File: src/rtl/uart_tx_engine.sv
// ============================================================================
//  Module   : uart_tx_engine
//  Purpose  : UART transmitter with TX FIFO, baud timing and framing
//             (start / data / optional parity / one or two stop bits).
//  Revision : 1.0 - initial release
// ============================================================================
`default_nettype none

module uart_tx_engine #(
    parameter int FIFO_DEPTH = 8,
    parameter int DATA_W     = 8
) (
    input  logic              clock,
    input  logic              reset,
    input  logic              uart_en,
    input  logic              tx_en,
    input  logic              parity_enable,
    input  logic              parity,
    input  logic              stop_bit,
    input  logic [15:0]       baud_rate,
    input  logic              tx_fifo_wr_en,
    input  logic [DATA_W-1:0] tx_fifo_data,
    output logic              tx,
    output logic              tx_fifo_full,
    output logic              tx_fifo_empty,
    output logic              busy
);

    localparam int c_PTR_W = $clog2(FIFO_DEPTH);
    localparam int c_CNT_W = c_PTR_W + 1;
    localparam int c_BIT_W = $clog2(DATA_W + 1);

    typedef enum logic [2:0] {
        S_IDLE   = 3'd0,
        S_START  = 3'd1,
        S_DATA   = 3'd2,
        S_PARITY = 3'd3,
        S_STOP   = 3'd4
    } state_t;

    // FIFO storage and bookkeeping
    logic [DATA_W-1:0]  r_mem [FIFO_DEPTH];
    logic [c_PTR_W-1:0] r_wr_ptr;
    logic [c_PTR_W-1:0] r_rd_ptr;
    logic [c_CNT_W-1:0] r_count;
    logic               r_empty;
    logic               r_full;
    logic               r_wr_en_d;

    // Frame state
    state_t             r_state;
    state_t             w_state_next;
    logic [DATA_W-1:0]  r_shift;
    logic [DATA_W-1:0]  w_shift_next;
    logic [c_BIT_W-1:0] r_bit_cnt;
    logic [c_BIT_W-1:0] w_bit_cnt_next;
    logic [15:0]        r_baud_cnt;
    logic [15:0]        r_baud_lat;
    logic               r_pe_lat;
    logic               r_sb_lat;
    logic               r_par_bit;
    logic               r_tx;
    logic               r_busy;
    logic               w_tx_next;
    logic               w_busy_next;

    logic               w_push;
    logic               w_push_ok;
    logic               w_pop;
    logic               w_bit_end;
    logic [DATA_W-1:0]  w_head;

    // Only the rising edge of the write strobe counts as a push.
    assign w_push    = tx_fifo_wr_en & ~r_wr_en_d;
    assign w_push_ok = w_push & (r_count != c_CNT_W'(FIFO_DEPTH));
    assign w_head    = r_mem[r_rd_ptr];
    assign w_bit_end = (r_baud_cnt == r_baud_lat);

    always_ff @(posedge clock) begin
        if (w_push_ok) begin
            r_mem[r_wr_ptr] <= tx_fifo_data;
        end
    end

    always_ff @(posedge clock) begin
        if (reset) begin
            r_wr_ptr  <= '0;
            r_rd_ptr  <= '0;
            r_count   <= '0;
            r_empty   <= 1'b1;
            r_full    <= 1'b0;
            r_wr_en_d <= 1'b0;
        end else begin
            r_wr_en_d <= tx_fifo_wr_en;
            if (w_push_ok) begin
                r_wr_ptr <= r_wr_ptr + c_PTR_W'(1);
            end
            if (w_pop) begin
                r_rd_ptr <= r_rd_ptr + c_PTR_W'(1);
            end
            case ({w_push_ok, w_pop})
                2'b10:   r_count <= r_count + c_CNT_W'(1);
                2'b01:   r_count <= r_count - c_CNT_W'(1);
                default: r_count <= r_count;
            endcase
            r_empty <= (r_count == '0);
            r_full  <= (r_count == c_CNT_W'(FIFO_DEPTH));
        end
    end

    always_comb begin
        w_state_next   = r_state;
        w_shift_next   = r_shift;
        w_bit_cnt_next = r_bit_cnt;
        w_pop          = 1'b0;
        case (r_state)
            S_IDLE: begin
                if (uart_en && tx_en && !r_empty) begin
                    w_pop          = 1'b1;
                    w_state_next   = S_START;
                    w_shift_next   = w_head;
                    w_bit_cnt_next = '0;
                end
            end
            S_START: begin
                if (w_bit_end) w_state_next = S_DATA;
            end
            S_DATA: begin
                if (w_bit_end) begin
                    w_shift_next = r_shift >> 1;
                    if (r_bit_cnt == c_BIT_W'(DATA_W - 1)) begin
                        w_bit_cnt_next = '0;
                        w_state_next   = r_pe_lat ? S_PARITY : S_STOP;
                    end else begin
                        w_bit_cnt_next = r_bit_cnt + c_BIT_W'(1);
                    end
                end
            end
            S_PARITY: begin
                if (w_bit_end) w_state_next = S_STOP;
            end
            S_STOP: begin
                // Bit counter marks the first of two stop periods.
                if (w_bit_end) begin
                    if (r_sb_lat && (r_bit_cnt == '0)) begin
                        w_bit_cnt_next = c_BIT_W'(1);
                    end else begin
                        w_bit_cnt_next = '0;
                        w_state_next   = S_IDLE;
                    end
                end
            end
            default: w_state_next = S_IDLE;
        endcase

        if (!uart_en && (r_state != S_IDLE)) begin
            w_state_next   = S_IDLE;
            w_bit_cnt_next = '0;
        end

        // tx/busy are registered, so derive them from the state being entered.
        case (w_state_next)
            S_START:  w_tx_next = 1'b0;
            S_DATA:   w_tx_next = w_shift_next[0];
            S_PARITY: w_tx_next = r_par_bit;
            default:  w_tx_next = 1'b1;
        endcase
        w_busy_next = (w_state_next != S_IDLE);
    end

    always_ff @(posedge clock) begin
        if (reset) begin
            r_state    <= S_IDLE;
            r_shift    <= '0;
            r_bit_cnt  <= '0;
            r_baud_cnt <= '0;
            r_baud_lat <= '0;
            r_pe_lat   <= 1'b0;
            r_sb_lat   <= 1'b0;
            r_par_bit  <= 1'b0;
            r_tx       <= 1'b1;
            r_busy     <= 1'b0;
        end else begin
            r_state   <= w_state_next;
            r_shift   <= w_shift_next;
            r_bit_cnt <= w_bit_cnt_next;
            r_tx      <= w_tx_next;
            r_busy    <= w_busy_next;
            if ((r_state == S_IDLE) || (w_state_next != r_state) || w_bit_end) begin
                r_baud_cnt <= '0;
            end else begin
                r_baud_cnt <= r_baud_cnt + 16'd1;
            end
            if (w_pop) begin
                r_baud_lat <= baud_rate;
                r_pe_lat   <= parity_enable;
                r_sb_lat   <= stop_bit;
                r_par_bit  <= (^w_head) ^ parity;
            end
        end
    end

    assign tx            = r_tx;
    assign busy          = r_busy;
    assign tx_fifo_empty = r_empty;
    assign tx_fifo_full  = r_full;

endmodule

`default_nettype wire
File: config.mk
export PLATFORM = sky130hd
export DESIGN_NAME = uart_tx_engine
export DESIGN_NICKNAME = d
export VERILOG_FILES = /design/src/rtl/uart_tx_engine.sv
export SDC_FILE = /design/constraint.sdc
export NUM_CORES = 1
export LEC_CHECK = 0
export ABC_CLOCK_PERIOD_IN_PS = 3400
export CORE_MARGIN = 2
export CORE_UTILIZATION = 43
export CTS_BUF_LIST = sky130_fd_sc_hd__clkbuf_2 sky130_fd_sc_hd__clkbuf_4 sky130_fd_sc_hd__clkbuf_8
export DETAILED_ROUTE_END_ITERATION = 10
export SLEW_MARGIN = 10
export SYNTH_ARGS = -nofsm -noshare
export SYNTH_HDL_FRONTEND = slang
export SYNTH_SLANG_ARGS = --single-unit
File: constraint.sdc
create_clock -name clock -period 3.4 [get_ports clock]
set_input_delay 0.51 -clock clock [delete_from_list [all_inputs] [get_ports clock]]
set_output_delay 0.51 -clock clock [all_outputs]
set_load 0.005 [all_outputs]
### After elaboration in Yosys (flattened, before gate mapping)

Memories as Yosys holds them, arrays and structs flattened. A register that Yosys moved wholly into a read port is not among the register bits.
Index checks and enable logic that the tools add are counted.

| operators by class | value |
|---|---|
| eq/ne operators | 17 |
| add/subtract/negate cells | 6 |
| reductions and logical operators | 21 |
| bitwise logic cells | 4 |
| mux-type cells | 27 |

Operators by type and width:

| operator | number |
|---|---|
| 2-to-1 mux 3 bit | 11 |
| adder 16 x 1 -> 16 bit (second input constant) | 1 |
| == test 16 bit | 1 |
| 2-to-1 mux 4 bit | 4 |
| 2-to-1 mux 8 bit | 2 |
| case mux 8 bit (2 select lines) | 1 |
| case mux 3 bit (5 select lines) | 1 |
| == test 3 x 2 -> 1 bit (second input constant) | 4 |
| case mux 4 bit (3 select lines) | 1 |
| nonzero test 3 bit | 3 |
| adder 4 x 1 -> 4 bit (second input constant) | 2 |
| zero test 4 bit | 2 |
| case mux 4 bit (2 select lines) | 1 |
| XOR reduction 8 bit | 1 |
| adder 3 x 1 -> 3 bit (second input constant) | 2 |
| == test 3 x 1 -> 1 bit (second input constant) | 2 |
| != test 2 bit (second input constant) | 3 |
| 2-to-1 mux 1 bit | 5 |
| == test 4 x 3 -> 1 bit (second input constant) | 1 |
| == test 4 bit (second input constant) | 1 |
| logical AND 1 bit | 4 |
| != test 4 bit (second input constant) | 1 |
| AND reduction 4 bit | 1 |
| nonzero test 2 bit | 2 |
| other kinds (14) | 18 |

| storage, ports and cells | value |
|---|---|
| register bits | 65 |
| bits of input ports | 32 |
| output and inout bits | 4 |
| memories kept | 1 |
| bits in writable memories | 64 |

Memories:

| memory | words | bits a word | read ports | clocked after Yosys merged registers in | write ports | RTL line | RTL |
|---|---|---|---|---|---|---|---|
| r_mem | 8 | 8 | 1 | 1 | 1 | 42 | `logic [DATA_W-1:0] r_mem [FIFO_DEPTH];` |

### Longest topological paths before layout

| logic depth | value |
|---|---|
| depth in word-level cells | 10 |
| gate-level depth with buffers | 13 |

### Least setup slack after synthesis

OpenSTA, ideal clock, no wires.

| timing | value |
|---|---|
| path kind | input-to-reg |
| from | input port uart_en |
| to | register r_count[3] |
| arrival | 2.928 ns |
| setup slack | 0.401 ns |
| library setup time | 0.070 ns |
| stages | 13 |
| path through | nand2b_1 -> or3b_1 -> or3_1 -> buf_2 -> inv_1 -> buf_2 -> ha_1 -> ha_1 -> a21o_1 -> a21oi_1 -> xnor2_1 -> or3_1 -> a21oi_1 |

| on the way | value |
|---|---|
| cells in the longest elaborated chain, start to end | 6 |
| elaborated cells between the ends (all ways) | 8 |
| those cells by class | eq/ne (2); mux (3); reduce/logical (3) |

RTL lines:

| element | RTL line | RTL |
|---|---|---|
| start: declaration | 15 | `input logic uart_en,` |
| logical AND 1 bit (*) (2 in series) | 118 | `if (uart_en && tx_en && !r_empty) begin` |
| 2-to-1 mux 1 bit (*) | 118 |  |
| 2-to-1 mux 1 bit (*) | 116 | `case (r_state)` |
| named net w_pop | 69 | `logic w_pop;` |
| == test 2 x 1 -> 1 bit / == test 2 bit (equally long branches) | 101 | `case ({w_push_ok, w_pop})` |
| case mux 4 bit (2 select lines) / nonzero test 2 bit (equally long branches) | -- |  |
| end signal: assignment | 102 | `2'b10: r_count <= r_count + c_CNT_W'(1);` |
| end signal: assignment | 103 | `2'b01: r_count <= r_count - c_CNT_W'(1);` |
| end signal: assignment | 104 | `default: r_count <= r_count;` |
| end: declaration | 45 | `logic [c_CNT_W-1:0] r_count;` |

The timed path passes the listed nets; every way through them passes the cells marked *.
A chain may end at the register's enable or synchronous reset.

### Final worst setup path

| timing | value |
|---|---|
| from | input port uart_en |
| to | register r_count[3] |

| on the way | value |
|---|---|
| cells in the longest elaborated chain, start to end | 6 |
| elaborated cells between the ends (all ways) | 8 |
| those cells by class | eq/ne (2); mux (3); reduce/logical (3) |

RTL lines:

| element | RTL line |
|---|---|
| logical AND 1 bit (*) (2 in series) | 118 |
| 2-to-1 mux 1 bit (*) | 118 |
| 2-to-1 mux 1 bit (*) | 116 |
| == test 2 x 1 -> 1 bit / == test 2 bit (equally long branches) | 101 |
| case mux 4 bit (2 select lines) / nonzero test 2 bit (equally long branches) | -- |

Every way passes the cells marked *; elsewhere a longest branch is shown, timed or not.

==> results.cfg <==
[run_status]
run_status = complete, no violations

[timing]
timing.setup.tns_ns = 0
finalSetupViolCount = 0
clock.fmax_ghz = 0.346
tightestPinTransition_ns = 0.654
post-route-min-period_ns = 2.89
skew_ns = 0.00930
min_period_over_period = 0.850
slew_viol_final = 0
rsz0062_at_grt = no
timing.max_slew.rel_slack = 0.563
finalHoldViolCount = 0

[clock_tree]
root_buf_cell = sky130_fd_sc_hd__clkbuf_8
cts.sink_count = 132
clock_path_buffers = 2
number_of_cts_inserted_buffers = 17
tritoncts_clock_tree = built
post_cts_hold_buffer_count = 0
postCtsResizedCells = 0
clk_latency_ns = 0.44
clkSlewWorstSetupHoldPaths_ns = 0.07
post-cts-setup-buffers = 0
htree_num_levels = 4

[grt]
global_route.usage.met2 = 0.282
largest_net_degree_at_the_start_of_global_routing = 48
grt_pass1_wl_um = 18600
globalRoute.totalOverflow = 0
grt_pass1_vias = 3717
grtUsageMet3 = 0.0508
grtUsageTotal = 0.173
gr-max-usage-layer = met2
initial_antenna_violation_count = 0
gr-usage-met1 = 0.214

[logic_synthesis]
syn_inst = 499
post_synth_num_cell_types = 49
synth_area_leader_cell = sky130_fd_sc_hd__edfxtp_1
yosys-top-cells-count = sky130_fd_sc_hd__dfxtp_1, sky130_fd_sc_hd__edfxtp_1, sky130_fd_sc_hd__nand2_1
synthesis.nets = 540
syn-mean-instance-area_um2 = 11.5
synth_most_common_cell = sky130_fd_sc_hd__dfxtp_1
synth_edf_count = 64
yosysWarningCount = 0
yosysSeqAreaShare = 0.574
synth_ff_type = sky130_fd_sc_hd__dfxtp_1
ys_seq_elements = 132
synth_top_cells_by_area = sky130_fd_sc_hd__edfxtp_1, sky130_fd_sc_hd__dfxtp_1, sky130_fd_sc_hd__mux4_2, sky130_fd_sc_hd__nand2_1, sky130_fd_sc_hd__xnor2_1
ys_async_sr_fraction = 0
synth_area_mm2 = 0.00572
synth_top_area_share = 0.336

[critical_path]
cp_max_fo = 3
cp-end-kind = flop
crit_required_ns = 3.77
worst_ep_arrival_time_ns = 3.26
criticalPathCategory = in2reg
startpoint_type = input pin

[floorplanning]
io_pins = 36
die_area_mm2 = 0.0142
core_mm2 = 0.0131
initial_core_util = 0.435
die_w_um = 119
floorplan.die.height_um = 119
core.rowCount = 42

[placement]
portBuffers = 35
gpl.final_weighted_congestion = 0.799
placed_area_mm2 = 0.00629
hpwlAfterDp_um = 7580

[detailed_routing]
drc_errors = 0
vias = 3735
route.antenna.remaining_nets = 0
avgRoutedWirePerCell_um = 15.5
detailedRoute.firstIterationViolations = 221
detail_route.first_pass.iterations = 5
routed_wire_length_um = 11400
via_per_inst = 5.10

[cells_and_area]
area_growth_pct = 17.4
layout.cell_area.non_filler_mm2 = 0.00671
antenna-diode-count = 0
final_nets = 585
drive_gt1_frac = 0.113

[flow_run]
drv.max_cap_violation_count = 0

[power]
powerDensity_mw_per_mm2 = 506
irDropWorstVdd_uv = 445
power.static_leakage_nw = 2.24

[min_path]
worstHoldPathType = reg2reg
==> cell type report <==
class	count	area [um^2]
Clock inverter	14	184
Timing Repair Buffer	52	473
Fill cell	1222	6420
Multi-Input combinational cell	332	2280
Sequential cell	132	3280
Tap cell	176	220
Clock buffer	18	241
Inverter	9	33.8
==> metal layers <==
layer	part of all wire	vias up	wire length [um]
li1	-	1865	-
met1	0.44	1791	5030
met2	0.50	70	5720
met3	0.045	9	511
met4	0.011	0	131
met5	0	-	0
==> cell usage in the layout, fill, tap and decap left out, types with 3 or more instances in the layout <==
cell,Yosys,final
sky130_fd_sc_hd__dfxtp_1,68,68
sky130_fd_sc_hd__edfxtp_1,64,64
sky130_fd_sc_hd__nand2_1,62,62
sky130_fd_sc_hd__nor2_1,50,50
sky130_fd_sc_hd__a21oi_1,37,37
sky130_fd_sc_hd__clkdlybuf4s50_1,0,34
sky130_fd_sc_hd__xnor2_1,26,26
sky130_fd_sc_hd__nor3_1,24,24
sky130_fd_sc_hd__xor2_1,17,17
sky130_fd_sc_hd__clkbuf_8,0,17
sky130_fd_sc_hd__buf_4,1,17
sky130_fd_sc_hd__mux2i_1,14,14
sky130_fd_sc_hd__nand3_1,12,12
sky130_fd_sc_hd__mux4_2,11,11
sky130_fd_sc_hd__inv_1,9,9
sky130_fd_sc_hd__nand2b_1,8,8
sky130_fd_sc_hd__o21ai_0,8,8
sky130_fd_sc_hd__ha_1,8,8
sky130_fd_sc_hd__a221oi_1,6,6
sky130_fd_sc_hd__nand4_1,5,5
sky130_fd_sc_hd__nand3b_1,5,5
sky130_fd_sc_hd__nor2b_1,4,4
sky130_fd_sc_hd__bufinv_16,0,4
sky130_fd_sc_hd__or3_1,3,3
sky130_fd_sc_hd__mux4_1,3,3
sky130_fd_sc_hd__and3_1,3,3
sky130_fd_sc_hd__clkinv_1,0,3
==> per-stage QoR <==
stage | instances | hold slack [ns] | worst slack, ns | util | total power [mW]
floorplan | 499 | 0.431 | 0.401 | - | 1.92
global placement | 701 | 0.446 | 0.169 | 0.479 | 2.02
detailed placement | 701 | 0.451 | 0.0574 | 0.479 | 2.03
CTS | 733 | 0.462 | 0.541 | 0.511 | 3.44
global route | 733 | 0.499 | 0.370 | 0.511 | 3.53
finish | 733 | 0.462 | 0.510 | 0.511 | 3.40
==> critical path: stages <==
cell and delay, ns:
sky130_fd_sc_hd__clkdlybuf4s50_1 0.48, sky130_fd_sc_hd__nand2b_1 0.07, sky130_fd_sc_hd__or3b_1 0.37, sky130_fd_sc_hd__or3_1 0.35
sky130_fd_sc_hd__inv_1 0.10, sky130_fd_sc_hd__ha_1 0.20, sky130_fd_sc_hd__ha_1 0.24, sky130_fd_sc_hd__a21o_1 0.19
sky130_fd_sc_hd__a21oi_1 0.18, sky130_fd_sc_hd__xnor2_1 0.11, sky130_fd_sc_hd__or3_1 0.31, sky130_fd_sc_hd__a21oi_1 0.14
==> state kept, by name (all words and copies together), names as in the netlist, 3 cells and up, named ones only <==
register,count
r_rd_ptr,3
r_count,4
r_baud_lat,16
r_mem,64
r_baud_cnt,16
r_state,3
r_shift,8
r_wr_ptr,3
r_bit_cnt,4
==> worst paths after layout <==
path | slack, ns | to | startpoint | cells past startpoint
worst min register to register | 0.46 | r_par_bit$_SDFFE_PP0P_ | r_par_bit$_SDFFE_PP0P_ | 2
worst min-delay path | 0.46 | r_par_bit$_SDFFE_PP0P_ | r_par_bit$_SDFFE_PP0P_ | 2
worst max register to register | 0.52 | r_count[3]$_SDFFE_PP0P_ | r_state[1]$_SDFF_PP0_ | 11
worst max-delay path | 0.51 | r_count[3]$_SDFFE_PP0P_ | uart_en | 12
==> kinds of logic after synthesis <==
family	count (synthesis)	synth area share
DFF	132	0.574
muxes	29	0.0836
AOI/OAI and AO/OA	63	0.0665
and+or+nand+nor	185	0.151
adders and majority gates	9	0.0210
buffers and inverters	35	0.0274
xor gates and xnor gates	46	0.0768
==> power breakdown <==
group | leakage, nW | internal (mW) | switching (mW)
Combinational | 0.897 | 0.134 | 0.135
Sequential | 1.13 | 1.70 | 0.0250
Clock | 0.213 | 0.803 | 0.604
Total | 2.24 | 2.64 | 0.764
Note: power is estimated with default switching activity, not from simulation.
